[src/rtl/ctw_sat_pkg.sv]
// Shared constants for the IoT-satellite frame generator: mode encodings,
// sync words, LFSR seeds and taps, CRC polynomial and frame length.
package ctw_sat_pkg;

    typedef enum logic [1:0] {
        MODE_IDLE = 2'b00,
        MODE_UL   = 2'b01,
        MODE_DL   = 2'b10,
        MODE_ALT  = 2'b11
    } mode_e;

    localparam logic [7:0]  SYNC_UL   = 8'hA5;
    localparam logic [7:0]  SYNC_DL   = 8'h5A;
    // Feedback taps at bits 15, 13, 12 and 10.
    localparam logic [15:0] LFSR_TAPS = 16'hB400;
    localparam logic [7:0]  CRC_POLY  = 8'h07;
    localparam int          FRAME_LEN = 32;

    // Seed table indexed by seed_sel.
    function automatic logic [15:0] seed_of(input logic [1:0] sel);
        logic [15:0] s;
        case (sel)
            2'd0:    s = 16'hACE1;
            2'd1:    s = 16'h1234;
            2'd2:    s = 16'hBEEF;
            default: s = 16'hC0DE;
        endcase
        return s;
    endfunction

    // CRC-8, init 0, MSB-first, no reflection, no final XOR.
    function automatic logic [7:0] crc8(input logic [23:0] data);
        logic [7:0] crc;
        logic       fb;
        crc = 8'h00;
        for (int i = 23; i >= 0; i--) begin
            fb  = crc[7] ^ data[i];
            crc = {crc[6:0], 1'b0};
            if (fb) begin
                crc = crc ^ CRC_POLY;
            end
        end
        return crc;
    endfunction

endpackage

[src/rtl/ctw_lfsr16.sv]
// 16-bit Fibonacci LFSR with seed load. While a load is pending the output
// follows the live seed, so the value used at the next step is always the
// seed selected at that moment; a step clears the pending load.
module ctw_lfsr16
    import ctw_sat_pkg::*;
(
    input  logic        clk_i,
    input  logic        rst_i,
    input  logic        ena_i,
    input  logic        load_i,
    input  logic        step_i,
    input  logic [15:0] seed_i,
    output logic [15:0] value_o
);

    logic [15:0] q_q, q_d;
    logic        ld_q, ld_d;

    assign value_o = ld_q ? seed_i : q_q;

    // Next state: request a seed load, or shift in the feedback bit.
    always_comb begin
        q_d  = q_q;
        ld_d = ld_q;
        if (ena_i) begin
            if (load_i) begin
                ld_d = 1'b1;
            end else if (step_i) begin
                q_d  = {value_o[14:0], ^(value_o & LFSR_TAPS)};
                ld_d = 1'b0;
            end
        end
    end

    // State register; reset leaves a seed load pending.
    always_ff @(posedge clk_i or posedge rst_i) begin
        if (rst_i) begin
            q_q  <= 16'h0000;
            ld_q <= 1'b1;
        end else begin
            q_q  <= q_d;
            ld_q <= ld_d;
        end
    end

endmodule

[src/rtl/ctw_iot_satellite.sv]
// IoT-satellite link frame generator top: periodic 32-bit UL/DL frames
// (sync, LFSR payload, check byte) shifted out MSB-first, one bit per clock.
// Build option: define CTW_CRC8_EN for a CRC-8 check byte instead of XOR.
module ctw_iot_satellite
    import ctw_sat_pkg::*;
(
    input  logic       clk,
    input  logic       rst,
    input  logic       ena,
    input  logic [7:0] ui_in,
    output logic [7:0] uo_out,
    input  logic [7:0] uio_in,
    output logic [7:0] uio_out,
    output logic [7:0] uio_oe
);

    function automatic logic [7:0] check_byte(input logic [7:0] s, input logic [15:0] p);
`ifdef CTW_CRC8_EN
        return crc8({s, p});
`else
        return s ^ p[15:8] ^ p[7:0];
`endif
    endfunction

    mode_e       mode;
    logic [3:0]  per_in;
    logic [15:0] seed;
    logic [15:0] lfsr_val;

    logic [8:0]  timer_q, timer_d;
    logic [3:0]  per_q, per_d;
    logic        active_q, active_d;
    logic [4:0]  bit_cnt_q, bit_cnt_d;
    logic [31:0] shreg_q, shreg_d;
    logic [7:0]  chk_cur_q, chk_cur_d;
    logic        alt_q, alt_d;
    logic        tx_data_q, tx_data_d;
    logic        tx_valid_q, tx_valid_d;
    logic        dir_q, dir_d;
    logic        fs_q, fs_d;
    logic [3:0]  cnt_q, cnt_d;
    logic [7:0]  chk_out_q, chk_out_d;

    logic        busy, start, frame_end, new_dir;
    logic [7:0]  sync_w, chk_new;
    logic [31:0] frame_w;
    logic [4:0]  per_p2;
    logic [8:0]  interval_m1;
    logic        unused_uio;

    assign mode   = mode_e'(ui_in[1:0]);
    assign per_in = ui_in[5:2];
    assign seed   = seed_of(ui_in[7:6]);
    assign unused_uio = ^uio_in;

    // Interval length uses the period captured at the last frame start.
    assign per_p2      = {1'b0, per_q} + 5'd2;
    assign interval_m1 = {per_p2, 4'b0000} - 9'd1;

    // A frame already shifting (bits still to go) can never be restarted.
    assign busy      = active_q && (bit_cnt_q != 5'd0);
    assign start     = ena && (mode != MODE_IDLE) && (timer_q == 9'd0) && !busy;
    assign frame_end = ena && active_q && (bit_cnt_q == 5'd0);

    assign new_dir = (mode == MODE_DL) || ((mode == MODE_ALT) && alt_q);
    assign sync_w  = new_dir ? SYNC_DL : SYNC_UL;
    assign chk_new = check_byte(sync_w, lfsr_val);
    assign frame_w = {sync_w, lfsr_val, chk_new};

    ctw_lfsr16 u_lfsr (
        .clk_i   (clk),
        .rst_i   (rst),
        .ena_i   (ena),
        .load_i  ((mode == MODE_IDLE) && !active_q),
        .step_i  (start),
        .seed_i  (seed),
        .value_o (lfsr_val)
    );

    // Next state for timer, shifter, direction toggle and output registers.
    always_comb begin
        timer_d    = timer_q;
        per_d      = per_q;
        active_d   = active_q;
        bit_cnt_d  = bit_cnt_q;
        shreg_d    = shreg_q;
        chk_cur_d  = chk_cur_q;
        alt_d      = alt_q;
        tx_data_d  = tx_data_q;
        tx_valid_d = tx_valid_q;
        dir_d      = dir_q;
        fs_d       = fs_q;
        cnt_d      = cnt_q;
        chk_out_d  = chk_out_q;
        if (ena) begin
            if (mode == MODE_IDLE) begin
                timer_d = 9'd0;
            end else if (start) begin
                timer_d = 9'd1;
            end else if (timer_q != 9'd0) begin
                timer_d = (timer_q == interval_m1) ? 9'd0 : timer_q + 9'd1;
            end

            if (mode != MODE_ALT) begin
                alt_d = 1'b0;
            end else if (start) begin
                alt_d = ~alt_q;
            end

            fs_d = start;
            if (start) begin
                per_d      = per_in;
                active_d   = 1'b1;
                bit_cnt_d  = 5'(FRAME_LEN - 1);
                shreg_d    = {frame_w[30:0], 1'b0};
                tx_data_d  = frame_w[31];
                tx_valid_d = 1'b1;
                dir_d      = new_dir;
                chk_cur_d  = chk_new;
            end else if (frame_end) begin
                active_d   = 1'b0;
                tx_data_d  = 1'b0;
                tx_valid_d = 1'b0;
            end else if (active_q) begin
                tx_data_d  = shreg_q[31];
                shreg_d    = {shreg_q[30:0], 1'b0};
                bit_cnt_d  = bit_cnt_q - 5'd1;
            end

            if (frame_end) begin
                cnt_d     = cnt_q + 4'd1;
                chk_out_d = chk_cur_q;
            end
        end
    end

    // State and output registers; reset aborts any frame in flight.
    always_ff @(posedge clk or posedge rst) begin
        if (rst) begin
            timer_q    <= 9'd0;
            per_q      <= 4'd0;
            active_q   <= 1'b0;
            bit_cnt_q  <= 5'd0;
            shreg_q    <= 32'd0;
            chk_cur_q  <= 8'd0;
            alt_q      <= 1'b0;
            tx_data_q  <= 1'b0;
            tx_valid_q <= 1'b0;
            dir_q      <= 1'b0;
            fs_q       <= 1'b0;
            cnt_q      <= 4'd0;
            chk_out_q  <= 8'd0;
        end else begin
            timer_q    <= timer_d;
            per_q      <= per_d;
            active_q   <= active_d;
            bit_cnt_q  <= bit_cnt_d;
            shreg_q    <= shreg_d;
            chk_cur_q  <= chk_cur_d;
            alt_q      <= alt_d;
            tx_data_q  <= tx_data_d;
            tx_valid_q <= tx_valid_d;
            dir_q      <= dir_d;
            fs_q       <= fs_d;
            cnt_q      <= cnt_d;
            chk_out_q  <= chk_out_d;
        end
    end

    assign uo_out  = {cnt_q, fs_q, dir_q, tx_valid_q, tx_data_q};
    assign uio_out = chk_out_q;
    assign uio_oe  = 8'hFF;

endmodule

[config.mk]
export PLATFORM = sky130hd
export DESIGN_NAME = ctw_iot_satellite
export DESIGN_NICKNAME = d
export VERILOG_FILES = /design/src/rtl/ctw_sat_pkg.sv /design/src/rtl/ctw_lfsr16.sv /design/src/rtl/ctw_iot_satellite.sv
export SDC_FILE = /design/constraint.sdc
export NUM_CORES = 1
export LEC_CHECK = 0
export BUFFER_PORTS_ARGS = -buffer_cell sky130_fd_sc_hd__buf_2
export CORE_AREA = 3 3 110 112
export CTS_BUF_LIST = sky130_fd_sc_hd__clkbuf_16
export DETAILED_ROUTE_END_ITERATION = 6
export DIE_AREA = 0 0 113 115
export PLACE_DENSITY = 0.59
export SYNTH_ARGS = -nofsm -noshare
export SYNTH_HDL_FRONTEND = slang
export SYNTH_SLANG_ARGS = --single-unit
[constraint.sdc]
create_clock -name clk -period 3.14 [get_ports clk]
set_input_delay 0.157 -clock clk [delete_from_list [all_inputs] [get_ports clk]]
set_output_delay 0.157 -clock clk [all_outputs]
set_load 0.1 [all_outputs]
# Word level (Yosys, flattened, before mapping)
# Cells that the tools add are included.
# totals
ff_bits	92
out_inout_bits	24
elab_cells	86
# op_classes
n_addsub	5
n_eq_ne	7
muxes	22
bitwise_logic	4
reduce_logical	34
# ops
op	count
$mux 32	3
$pmux 16 s3	1
$mux 9	4
$mux 16	1
$reduce_xor 16->1	1
$xor 8x8->8	2
$mux 5	3
$reduce_and 2->1	7
$reduce_bool 2->1	5
$add 9x1->9 const B	1
$eq 9x9->1	1
$logic_not 9->1	1
$mux 1	9
$reduce_bool 9->1	1
$sub 9x1->9 const B	1
$logic_and 1x1->1	8
$mux 8	1
$eq 2x2->1 const B	3
$reduce_and 3->1	2
$reduce_bool 3->1	2
$add 4x2->5 const B	1
$logic_not 5->1	1
$reduce_bool 5->1	1
$sub 5x1->5 const B	1
other kinds (7)	11

# Longest topological paths before layout
# logic_depth
word_depth	7
ltp_mapped	10
mapped_depth_nobuf	8

# Cells and area by module
# A second synthesis with hierarchy kept.
# hier_totals
cells_unflattened	475
hier_area_um2	4758.3
# by_module_without_submodules
module	n_inst	cells_per_inst	area_per_inst_um2	seq_area_each_um2
ctw_iot_satellite	1	409	3881.2	1851.8
ctw_lfsr16	1	66	877.1	426.7

# Worst setup path after synthesis
# Ideal clock, no wire load.
# synth_timing
path_kind	flip-flop to flip-flop
start	register timer_q[0]
end	register timer_q[8]
t_arrival_ns	2.072
required_time_ns	3.076
slack_ns	1.004
path_stages_with_launch	11
period_less_slack_ns	2.136
cell_sequence	dfrtp_1 inv_1 ha_1 nor4b_2 and3b_1 buf_4 a21bo_1 buf_6 or4_1 a21oi_1 a21o_1
# synth_via
elab_chain_len	5
# synth_rtl
element	line_no	text
start: declaration	ctw_iot_satellite.sv:30	logic [8:0] timer_q, timer_d;
start signal: assignment	ctw_iot_satellite.sv:154	timer_q <= timer_d;
$add 9x1->9 (tied with other cells)	ctw_iot_satellite.sv:101	timer_d = (timer_q == interval_m1) ? 9'd0 : timer_q + 9'd1;
$mux 9 / $logic_and 1x1->1 (equally long branches)	ctw_iot_satellite.sv:101, ctw_iot_satellite.sv:62	
$mux 9 / $logic_and 1x1->1 (equally long branches)	ctw_iot_satellite.sv:100, ctw_iot_satellite.sv:62	
$mux 9 / $reduce_bool 3->1 (equally long branches)	n/a	
$mux 9 / $reduce_and 2->1 (equally long branches)	n/a	
# Parallel ways exist; a longest one is shown, timed or not. The select of a mux whose other input is x is not followed.
# A chain may end at the register's enable or synchronous reset.

# Worst setup path after layout
# layout_timing
start	register timer_q[0]
end	register shreg_q[7]
# layout_via
elab_chain_len	5
# layout_rtl
element	line_no	text
$logic_not 9->1 (*)	ctw_iot_satellite.sv:62	assign start = ena && (mode != MODE_IDLE) && (timer_q == 9'd0) && !busy;
$logic_and 1x1->1 (*) (2 in a row)	ctw_iot_satellite.sv:62	
$ne 2x2->1 (no source line) / $reduce_bool 2->1 (equally long branches)	n/a	
$reduce_and 3->1 (no source line)	n/a	
end signal: assignment	ctw_iot_satellite.sv:158	shreg_q <= shreg_d;
end: declaration	ctw_iot_satellite.sv:34	logic [31:0] shreg_q, shreg_d;
# Every way passes the cells marked *; elsewhere a longest branch is shown, timed or not.

==> out/metrics.yaml <==
run_status:
  status: "finished clean"
placed_design:
  dpl.hpwl_mm: 6.09
  place_area_um2: 4650
  port_buffers: 26
  finalWeightedCongestion: 0.813
logic_synthesis:
  synthTopCellsByArea: "dfrtp_1 (51%), xnor2_1 (5.1%), nand2_1 (3.9%), o21ai_0 (3.7%), ha_1 (3.4%)"
  synth.cell_area_um2: 4440
  yosysSeqAreaShare_pct: 51.3
  ys_warn_count: 0
  synthArstFlopShare_pct: 100
  yosysUniqueCellTypes: 51
  syn_area_per_cell_um2: 10.3
  synth-edff-count: 0
  yosysTopAreaCell: "dfrtp_1"
  synthFlopType: "dfrtp_1"
  ys_seq_elements: 91
  synth_top_area_share_pct: 50.7
  synthCells: 432
power_and_ir_drop:
  power_leakage_nw: 2.39
  peakVddDrop_v: 0.000550
  netSwitchingPower_mw: 2.20
  internal_power_mw: 2.99
  power_density_nw_per_um2: 1050
  power_frac_seq_pct: 38.9
  clkPwrFrac_pct: 21.4
  combPwrFrac_pct: 39.7
  power_mw: 5.18
  p_sw_share_pct: 42.4
sta:
  timing.setup.tns_ps: 0
  hold_viol: 0
  max_freq_mhz: 406
  period_needed_ps: 2460
  relSlewSlack_pct: 39.1
  tightest_slew_ps: 907
  setup_viol: 0
  finClkSkew_ps: 6.14
  finalCritPeriodShare_pct: 78.5
  report.final.slew_viol_count: 0
  rsz0062_at_grt: "no"
cells_and_area:
  area_delta_synth_final_pct: 11.6
  nets: 481
  final_common_cell: "dfrtp_1"
  fillers: 1091
  layout-drive-gt1-share_pct: 14.9
  final_cell_mix: "dfrtp_1 (90), nand2_1 (46), nor2_1 (35), o21ai_0 (33)"
  finalInstanceArea_um2: 4960
  diodes: 0
clocking:
  clockBufferDepth: 2
  htree_levels: 3
  clkTransAtPathRegs_ps: 70
  tritoncts: "yes"
  cts.sink_count: 91
  cts_buffers: 9
  cts_setup_buffers: 0
  cts_root_buf: "clkbuf_16"
  insertion_delay_ps: 350
grt:
  antenna_found_initial: 0
  grt_pass1_vias: 3025
  grt_max_degree: 92
  grt-ovfl-total: 0
  grt_first_pass_wirelength_mm: 15.3
  grt_use_total_pct: 14.8
route:
  wl_per_cell_um: 15.3
  wl_mm: 9.13
  drtPass1Iterations: 4
  vias: 3107
  drc_errors: 0
  viasPerCell: 5.20
  ant_nets: 0
  drtIter0Drc: 259
floorplan:
  die-area_um2: 13000
  die_width_um: 113
  core_area_um2: 11300
  die_h_um: 115
  pin_count: 43
  core.rowCount: 39
  initial_core_util_pct: 39.2
setup_path:
  crit_chain: "inv_1 > ha_1 > nor4b_2 > and3b_1 > o21ai_1 > buf_4 > a221o_1"
  crit_path_max_fanout: 17
  reg2reg_setup_slack_ps: 680
  end_kind: "register"
  max_stage_delay_ps: 750
  cp.required_ps: 3420
  crit_arrival_ps: 2750
  startpoint_type: "register"
  worst-setup-path-type: "reg -> reg"
  slowest_stage: "o21ai_1"
job:
  cap_viol_max_count: 0
worst_hold_path:
  hold_path.class: "in -> reg"
-- power groups by stage --
stage,registers [mW],clock network (mW),logic [mW]
2_1_floorplan,2.27,0,1.45
3_3_place_gp,2.02,0,2.04
3_5_place_dp,2.03,0,2.08
4_1_cts,2.01,1.13,2.08
5_1_grt,2.08,1.18,2.27
6_report,2.02,1.11,2.06
-- repair_timing --
item | 4_1_cts | 5_1_grt
endpoints found under the hold margin | 90 | 0
hold buffers | 1 | 0
resized for setup | 0 | 0
-- worst max-delay path, delay by kind of cell (launching register included) --
kind	cells	cell delay (ps)
AOI/OAI and AO/OA	2	920
DFF	1	440
and+or+nand+nor	2	440
buffers and inverters	2	410
adders and majority gates	1	190
-- Yosys cell counts, types with 3 or more instances --
cell type	number
mux2_2	11
a221o_1	7
and2_1	4
inv_1	13
a21o_1	15
nand3_1	12
buf_2	5
xnor2_1	26
xor2_1	11
dfrtp_1	90
o21a_1	4
o22ai_1	15
o21ai_1	3
buf_4	14
ha_1	12
clkbuf_1	13
nand2_1	46
and3_1	3
mux2i_1	6
a21oi_1	20
o21ai_0	33
nor2_1	35
-- cell families (layout without fill, tap and decap cells) --
group	count (synthesis)	count (layout)	share of synthesized area [%]
fa+ha+maj	12	12	3.38
compound gates	107	107	15.4
xor+xnor	37	37	7.29
mux	17	17	4.14
buf+inv	48	64	5.72
other cells	1	8	0.0844
flops	91	91	51.3
simple gates	119	119	12.7
-- flip-flops by register name, indices dropped and copies added (netlist names) --
signal	count
alt_q	1
bit_cnt_q	5
chk_cur_q	8
cnt_q	4
dir_q	1
fs_q	1
per_q	4
shreg_q	31
timer_q	9
tx_data_q	1
tx_valid_q	1
u_lfsr.ld_q	1
u_lfsr.q_q	16
uio_out	8
-- cell type report --
class                           count  area, µm²  area share (%)
Clock buffer                        9        225            4.54
Clock inverter                      7       75.1            1.51
Inverter                           13       50.0            1.01
Multi-Input combinational cell    300       1940            39.1
Sequential cell                    91       2280            46.0
Tap cell                          143        179            3.61
Timing Repair Buffer               35        213            4.29
-- worst paths after layout --
check / start / endpoint / cells after the start
max: timer_q[0] / shreg_q[7] / 7
min: ui_in[3] / per_q[1] / 3
max reg2reg: timer_q[0] / shreg_q[7] / 7
min reg2reg: cnt_q[3] / cnt_q[3] / 1
max in group asynchronous: rst / shreg_q[19] / 4
min in group asynchronous: rst / cnt_q[2] / 4
-- layer usage --
metal | vias up | track usage [%] | share of wire, %
li1 | 1514 | - | -
met1 | 1530 | 20.3 | 48
met2 | 52 | 23.1 | 46
met3 | 11 | 3.79 | 4.1
met4 | 0 | 4.57 | 1.4
met5 | - | 0 | 0
-- through the flow --
stage	hold WS (ps)	instances	utilization (%)	setup slack [ps]
3_3_place_gp	303	581	41.0	697
4_1_cts	7.48	598	43.8	640
3_5_place_dp	311	581	41.0	657
5_1_grt	30.9	598	43.8	380
6_report	10.4	598	43.8	675
2_1_floorplan	262	439	-	621
Note: power is estimated with default switching activity, not from simulation.
